`src/rtl/if_id_queue_pkg.sv`:
```
// Shared pipeline definitions for the fetch/decode boundary of the RV32I core.
package pipeline_pkg;

    localparam int XLEN = 32;

    // addi x0, x0, 0 -- the canonical RV32I no-op
    localparam logic [XLEN-1:0] NOP_INSTR = 32'h0000_0013;

    // One fetched instruction as it travels from fetch to decode.
    // Field order (instr in the MSBs) matches the flat word used by the queue storage.
    typedef struct packed {
        logic [XLEN-1:0] instr;
        logic [XLEN-1:0] pc;
        logic [XLEN-1:0] pc_plus4;
    } if_id_entry_t;

endpackage : pipeline_pkg

```
`src/rtl/if_id_queue_if.sv`:
```
// Fetch-to-decode handshake bundle for the IF/ID queue.
interface if_id_queue_if #(
    parameter int DATA_WIDTH = 32,
    parameter int DEPTH      = 2
);
    localparam int CNT_W = $clog2(DEPTH) + 1;

    // fetch side
    logic                  valid_i;
    logic                  ready_o;
    logic [DATA_WIDTH-1:0] PC_F_i;
    logic [DATA_WIDTH-1:0] Instr_i;
    logic [DATA_WIDTH-1:0] PCPlus4F_i;

    // pipeline control
    logic                  flush_i;
    logic                  stall_i;

    // decode side
    logic                  valid_D_o;
    logic [DATA_WIDTH-1:0] Instr_D_o;
    logic [DATA_WIDTH-1:0] PC_D_o;
    logic [DATA_WIDTH-1:0] PCPlus4D_o;
    logic [CNT_W-1:0]      count_o;

    // Producer of fetch traffic and control (fetch stage / hazard unit)
    modport master (
        output valid_i, PC_F_i, Instr_i, PCPlus4F_i, flush_i, stall_i,
        input  ready_o, valid_D_o, Instr_D_o, PC_D_o, PCPlus4D_o, count_o
    );

    // The queue itself
    modport slave (
        input  valid_i, PC_F_i, Instr_i, PCPlus4F_i, flush_i, stall_i,
        output ready_o, valid_D_o, Instr_D_o, PC_D_o, PCPlus4D_o, count_o
    );

endinterface : if_id_queue_if

```
`src/rtl/if_id_queue_mem.sv`:
```
// DEPTH-entry storage for the IF/ID queue: one synchronous write port,
// one asynchronous read port. Contents are intentionally not reset; the
// occupancy logic in the parent decides whether a slot is meaningful.
module if_id_queue_mem #(
    parameter int WIDTH = 96,
    parameter int DEPTH = 2,
    parameter int PTR_W = $clog2(DEPTH)
) (
    input  logic             clk,
    input  logic             we_i,
    input  logic [PTR_W-1:0] waddr_i,
    input  logic [WIDTH-1:0] wdata_i,
    input  logic [PTR_W-1:0] raddr_i,
    output logic [WIDTH-1:0] rdata_o
);

    logic [WIDTH-1:0] mem_q [DEPTH];

    // Write the accepted fetch entry into the slot at the write pointer
    always_ff @(posedge clk) begin
        if (we_i) begin
            mem_q[waddr_i] <= wdata_i;
        end
    end

    // Head entry is read combinationally so it is visible right after the push edge
    always_comb begin
        rdata_o = mem_q[raddr_i];
    end

endmodule : if_id_queue_mem

```
`src/rtl/if_id_queue.sv`:
```
// IF/ID decoupling queue: lets fetch run ahead of a stalled decode for up to
// DEPTH instructions and drops every queued wrong-path instruction on a
// taken branch/jump resolved in Execute.
module if_id_queue
    import pipeline_pkg::*;
#(
    parameter int DATA_WIDTH = 32,
    parameter int DEPTH      = 2
) (
    input  logic          clk,
    input  logic          rst,
    if_id_queue_if.slave  bus
);

    localparam int PTR_W   = $clog2(DEPTH);
    localparam int CNT_W   = PTR_W + 1;
    localparam int ENTRY_W = 3 * DATA_WIDTH;

    logic [PTR_W-1:0]   wr_ptr_q, wr_ptr_d;
    logic [PTR_W-1:0]   rd_ptr_q, rd_ptr_d;
    logic [CNT_W-1:0]   count_q,  count_d;

    logic               full_s;
    logic               empty_s;
    logic               push_s;
    logic               pop_s;
    logic [ENTRY_W-1:0] wdata_s;
    logic [ENTRY_W-1:0] rdata_s;

    // Occupancy flags and handshake qualifiers; ready/valid depend only on registered count
    always_comb begin
        full_s  = (count_q == CNT_W'(DEPTH));
        empty_s = (count_q == {CNT_W{1'b0}});
        push_s  = bus.valid_i & ~full_s & ~bus.flush_i;
        pop_s   = ~empty_s & ~bus.stall_i & ~bus.flush_i;
    end

    // Next-state for pointers and occupancy; a flush empties the queue by snapping read to write
    always_comb begin
        wr_ptr_d = wr_ptr_q;
        rd_ptr_d = rd_ptr_q;
        count_d  = count_q;
        if (bus.flush_i) begin
            rd_ptr_d = wr_ptr_q;
            count_d  = {CNT_W{1'b0}};
        end else begin
            if (push_s) begin
                wr_ptr_d = wr_ptr_q + PTR_W'(1);
            end else begin
                wr_ptr_d = wr_ptr_q;
            end
            if (pop_s) begin
                rd_ptr_d = rd_ptr_q + PTR_W'(1);
            end else begin
                rd_ptr_d = rd_ptr_q;
            end
            case ({push_s, pop_s})
                2'b10:   count_d = count_q + CNT_W'(1);
                2'b01:   count_d = count_q - CNT_W'(1);
                default: count_d = count_q;
            endcase
        end
    end

    // Pointer and occupancy registers with synchronous reset taking priority over everything
    always_ff @(posedge clk) begin
        if (rst) begin
            wr_ptr_q <= {PTR_W{1'b0}};
            rd_ptr_q <= {PTR_W{1'b0}};
            count_q  <= {CNT_W{1'b0}};
        end else begin
            wr_ptr_q <= wr_ptr_d;
            rd_ptr_q <= rd_ptr_d;
            count_q  <= count_d;
        end
    end

    // Pack the fetch fields in the same order as if_id_entry_t
    always_comb begin
        wdata_s = {bus.Instr_i, bus.PC_F_i, bus.PCPlus4F_i};
    end

    if_id_queue_mem #(
        .WIDTH (ENTRY_W),
        .DEPTH (DEPTH),
        .PTR_W (PTR_W)
    ) u_mem (
        .clk     (clk),
        .we_i    (push_s),
        .waddr_i (wr_ptr_q),
        .wdata_i (wdata_s),
        .raddr_i (rd_ptr_q),
        .rdata_o (rdata_s)
    );

    // Decode-side outputs: head entry when occupied, NOP/0/0 bubble when empty
    always_comb begin
        bus.ready_o   = ~full_s;
        bus.valid_D_o = ~empty_s;
        bus.count_o   = count_q;
        if (empty_s) begin
            bus.Instr_D_o  = DATA_WIDTH'(NOP_INSTR);
            bus.PC_D_o     = {DATA_WIDTH{1'b0}};
            bus.PCPlus4D_o = {DATA_WIDTH{1'b0}};
        end else begin
            bus.Instr_D_o  = rdata_s[3*DATA_WIDTH-1:2*DATA_WIDTH];
            bus.PC_D_o     = rdata_s[2*DATA_WIDTH-1:DATA_WIDTH];
            bus.PCPlus4D_o = rdata_s[DATA_WIDTH-1:0];
        end
    end

endmodule : if_id_queue

```
`src/flat_wrapper.sv`:
```
// flat-port wrapper written by rule: the top's interface ports become plain ports
module if_id_queue_flat import pipeline_pkg::*;
#(
    parameter int DATA_WIDTH = 32,
    parameter int DEPTH      = 2
)
  (clk, rst, bus_valid_i, bus_PC_F_i, bus_Instr_i, bus_PCPlus4F_i, bus_flush_i, bus_stall_i, bus_ready_o, bus_valid_D_o, bus_Instr_D_o, bus_PC_D_o, bus_PCPlus4D_o, bus_count_o);
  if_id_queue_if #(.DATA_WIDTH(DATA_WIDTH), .DEPTH(DEPTH)) bus_i ();
  input  logic clk;
  input  logic rst;
  input wire logic [$bits(bus_i.valid_i)-1:0] bus_valid_i;
  input wire logic [$bits(bus_i.PC_F_i)-1:0] bus_PC_F_i;
  input wire logic [$bits(bus_i.Instr_i)-1:0] bus_Instr_i;
  input wire logic [$bits(bus_i.PCPlus4F_i)-1:0] bus_PCPlus4F_i;
  input wire logic [$bits(bus_i.flush_i)-1:0] bus_flush_i;
  input wire logic [$bits(bus_i.stall_i)-1:0] bus_stall_i;
  output wire logic [$bits(bus_i.ready_o)-1:0] bus_ready_o;
  output wire logic [$bits(bus_i.valid_D_o)-1:0] bus_valid_D_o;
  output wire logic [$bits(bus_i.Instr_D_o)-1:0] bus_Instr_D_o;
  output wire logic [$bits(bus_i.PC_D_o)-1:0] bus_PC_D_o;
  output wire logic [$bits(bus_i.PCPlus4D_o)-1:0] bus_PCPlus4D_o;
  output wire logic [$bits(bus_i.count_o)-1:0] bus_count_o;
  assign bus_i.valid_i = bus_valid_i;
  assign bus_i.PC_F_i = bus_PC_F_i;
  assign bus_i.Instr_i = bus_Instr_i;
  assign bus_i.PCPlus4F_i = bus_PCPlus4F_i;
  assign bus_i.flush_i = bus_flush_i;
  assign bus_i.stall_i = bus_stall_i;
  assign bus_ready_o = bus_i.ready_o;
  assign bus_valid_D_o = bus_i.valid_D_o;
  assign bus_Instr_D_o = bus_i.Instr_D_o;
  assign bus_PC_D_o = bus_i.PC_D_o;
  assign bus_PCPlus4D_o = bus_i.PCPlus4D_o;
  assign bus_count_o = bus_i.count_o;
  if_id_queue #(.DATA_WIDTH(DATA_WIDTH), .DEPTH(DEPTH)) u_core (.clk(clk), .rst(rst), .bus(bus_i));
endmodule
```
`config.mk`:
```
export PLATFORM = sky130hd
export DESIGN_NAME = if_id_queue_flat
export DESIGN_NICKNAME = d
export VERILOG_FILES = /design/src/rtl/if_id_queue_pkg.sv /design/src/rtl/if_id_queue_if.sv /design/src/rtl/if_id_queue_mem.sv /design/src/rtl/if_id_queue.sv /design/src/flat_wrapper.sv
export SDC_FILE = /design/constraint.sdc
export NUM_CORES = 1
export LEC_CHECK = 0
export CORE_UTILIZATION = 52
export CTS_CLUSTER_DIAMETER = 80
export DETAILED_ROUTE_END_ITERATION = 7
export GPL_ROUTABILITY_DRIVEN = 0
export PLACE_DENSITY = 0.84
export SLEW_MARGIN = 40
export SYNTH_ARGS = -nofsm -noshare
export SYNTH_HDL_FRONTEND = slang
export SYNTH_SLANG_ARGS = --single-unit
```
`constraint.sdc`:
```
create_clock -name clk -period 10.2 [get_ports clk]
set_input_delay 3.06 -clock clk [delete_from_list [all_inputs] [get_ports clk]]
set_output_delay 3.06 -clock clk [all_outputs]
set_load 0.01 [all_outputs]
```
==> results.json <==
{
  "status": "complete, no violations",
  "cts_resized": 0,
  "synthFlopType": "edfxtp_1",
  "final.period_utilization_pct": 57.9,
  "r2r_slack_ns": 7.71,
  "yosys_warnings": 0,
  "routed_wl_um": 14800,
  "crit_chain": "buf_6 > mux2i_1 > nor2_1 > clkdlybuf4s50_1",
  "critPathSlowestCell": "dfxtp_4",
  "cts_tree": "yes",
  "finalHoldViolCount": 0,
  "cp-start-kind": "register",
  "fin_util_pct": 73.2,
  "syn_area_um2": 7440,
  "syn_inst": 433,
  "dp_hpwl_um": 9540,
  "first_iter_violations": 345,
  "core_region_area_um2": 13900,
  "end_kind": "output port",
  "final_layout_size_suffix_gt1_share_pct": 6.01,
  "r2r_start": "u_core.bus.count_o[0]",
  "synth_top_cell_by_area": "edfxtp_1",
  "fin_nets": 738,
  "drc": 0,
  "fin_skew_ns": 0.00755,
  "ys_async_sr_fraction_pct": 0,
  "cts_buffer_depth": 2,
  "num_antenna_cells": 0,
  "finalSetupViolations": 0,
  "grt_max_degree": 98,
  "ys_ff_latch": 197,
  "pin_count": 201,
  "timing.hold.worst.class": "reg -> reg",
  "tns_ns": 0,
  "syn_area_per_cell_um2": 17.2,
  "max_clock_freq_mhz": 169,
  "rsz0062_at_grt": "false",
  "drt_first_pass_iters": 4,
  "clk_pin_slew_ns": 0.07,
  "r2r_end": "u_core.u_mem.mem_q[0][94]",
  "grt_pass1_wl_um": 22300,
  "syn_nets": 535,
  "yosysUniqueCellTypes": 22,
  "crit_fanout": 59,
  "yosysTopAreaCellShare_pct": 77.5,
  "vdd_drop_max_v": 0.000106,
  "synth_edf_count": 192,
  "die_x_um": 122,
  "dieHeight_um": 122,
  "yosys-top-cells-count": "192 x edfxtp_1, 96 x mux2i_1, 96 x nor2_1",
  "track_usage_pct": 20.6,
  "worst_pin_slew_ns": 0.741,
  "insertion_delay_ns": 0.42,
  "critPathKind": "reg -> out",
  "crit_path_max_incr_delay_ns": 0.78,
  "synth.yosys.seq_area_share_pct": 78.9,
  "dieArea_um2": 14800,
  "cp.required_ns": 7.14,
  "vias": 4332,
  "worstPathArrival_ns": 2.85,
  "portBuffers": 200,
  "power.leakage_nw": 3.36,
  "slew_viol_final": 0,
  "post_drt_via_cell_ratio": 5.23,
  "timing.reg2reg.worst_path_depth": 4,
  "initial_core_util_pct": 53.4,
  "postCtsSetupRepairBufs": 0,
  "ctsHoldBuffers": 0,
  "max-slew-margin-rel_pct": 50.6,
  "grt_pass1_vias": 4577,
  "cts.sinks": 197,
  "max_cap_viol_count": 0,
  "post_drt_wl_per_cell_um": 17.9,
  "power_density_nw_per_um2": 168,
  "cts_htree_levels": 4,
  "antenna_found_initial": 0,
  "grt-ovfl-total": 0,
  "yosysMostFrequentCell": "edfxtp_1",
  "rows": 43,
  "syn2layout_area_growth_pct": 37.1,
  "ant_nets": 0,
  "cts_root_buf": "clkbuf_16",
  "setup.worst_path.end": "bus_Instr_D_o[18]",
  "layout_min_cycle_time_ns": 5.91,
  "synth.top_cells.by_area": "edfxtp_1 78%, mux2i_1 13%, nor2_1 4.8%",
  "cts_made_buffers": 17
}
## sequential cells by signal (all words and copies together) (netlist names), named ones only
register,cells
u_core.u_mem.mem_q,192
u_core.bus.count_o,2
u_core.rd_ptr_q,1
u_core.wr_ptr_q,1
## metrics by stage
| step | setup WS, ns | hold slack [ns] | total power, W | instance area (µm²) | cells |
|---|---|---|---|---|---|
| after CTS | 4.27 | 0.540 | 0.00173 | 10200 | 829 |
| after detailed placement | 4.68 | 0.534 | 0.00109 | 9620 | 797 |
| final | 4.29 | 0.539 | 0.00171 | 10200 | 829 |
| after global placement | 4.51 | 0.487 | 0.00108 | 9610 | 797 |
| after floorplan | 2.38 | 0.481 | 0.00101 | 7440 | 433 |
| after global routing | 4.16 | 0.585 | 0.00176 | 10200 | 829 |
## worst min-delay path by stage
| stage | to | start | cells after the start | slack (ns) |
|---|---|---|---|---|
| after floorplan | register | u_core.wr_ptr_q | 2 | 0.48 |
| after global placement | register | u_core.wr_ptr_q | 2 | 0.49 |
| after detailed placement | register | u_core.wr_ptr_q | 2 | 0.53 |
| after CTS | register | u_core.wr_ptr_q | 2 | 0.54 |
| after global routing | register | u_core.wr_ptr_q | 2 | 0.58 |
| final | register | u_core.wr_ptr_q | 2 | 0.54 |
## worst max-delay path: cells and delay by family, from the launching register on
family	cells	cell delay [ns]
muxes	1	0.21
buffers and inverters	2	1.21
and+or+nand+nor	1	0.16
DFF	1	0.78
## final cells by class
type	instances	area, µm²
clock buffer	21	450
sequential	197	5870
inverter	4	17.5
multi-input combinational	211	1460
tap	180	225
timing repair buffer	205	2050
clock inverter	11	126
fill	889	3740
## placed cells by master (no fill, tap or decap), types with 3 or more instances in the layout
cell type | synthesis | final
clkbuf_16 | 0 | 17
nand2_1 | 3 | 3
clkinv_2 | 0 | 3
clkbuf_1 | 4 | 3
mux2i_1 | 96 | 96
nor2_1 | 96 | 94
edfxtp_1 | 192 | 192
dfxtp_1 | 5 | 4
inv_1 | 4 | 3
buf_4 | 5 | 3
clkinv_4 | 0 | 3
clkdlybuf4s50_1 | 0 | 200
## routing by layer
layer,vias up,track usage (%),part of all wire (%)
met5,-,0,0
met4,0,9.57,2.2
met3,24,6.32,7.1
met2,180,34.9,52
met1,2113,24.0,39
li1,2015,-,-
## power by group
part | leakage, nW | switching, W | internal [W]
clock | 0.282 | 0.000274 | 0.000369
sequential | 1.80 | 0.0000115 | 0.000918
combinational | 1.27 | 0.0000629 | 0.0000776
total | 3.36 | 0.000348 | 0.00136
## kinds of logic (layout without fill, tap and decap cells)
kind of cell | after synthesis | count (layout) | share of synthesized area [%]
flip-flops | 197 | 197 | 78.9
buffers and inverters | 25 | 241 | 1.72
multiplexers | 96 | 96 | 12.9
AO/OA/AOI/OAI | 6 | 6 | 0.538
XOR/XNOR | 2 | 2 | 0.236
adder cells (fa/ha/maj) | 1 | 1 | 0.168
AND/OR/NAND/NOR | 106 | 106 | 5.54
No activity file was read; power rests on OpenSTA's default activity.
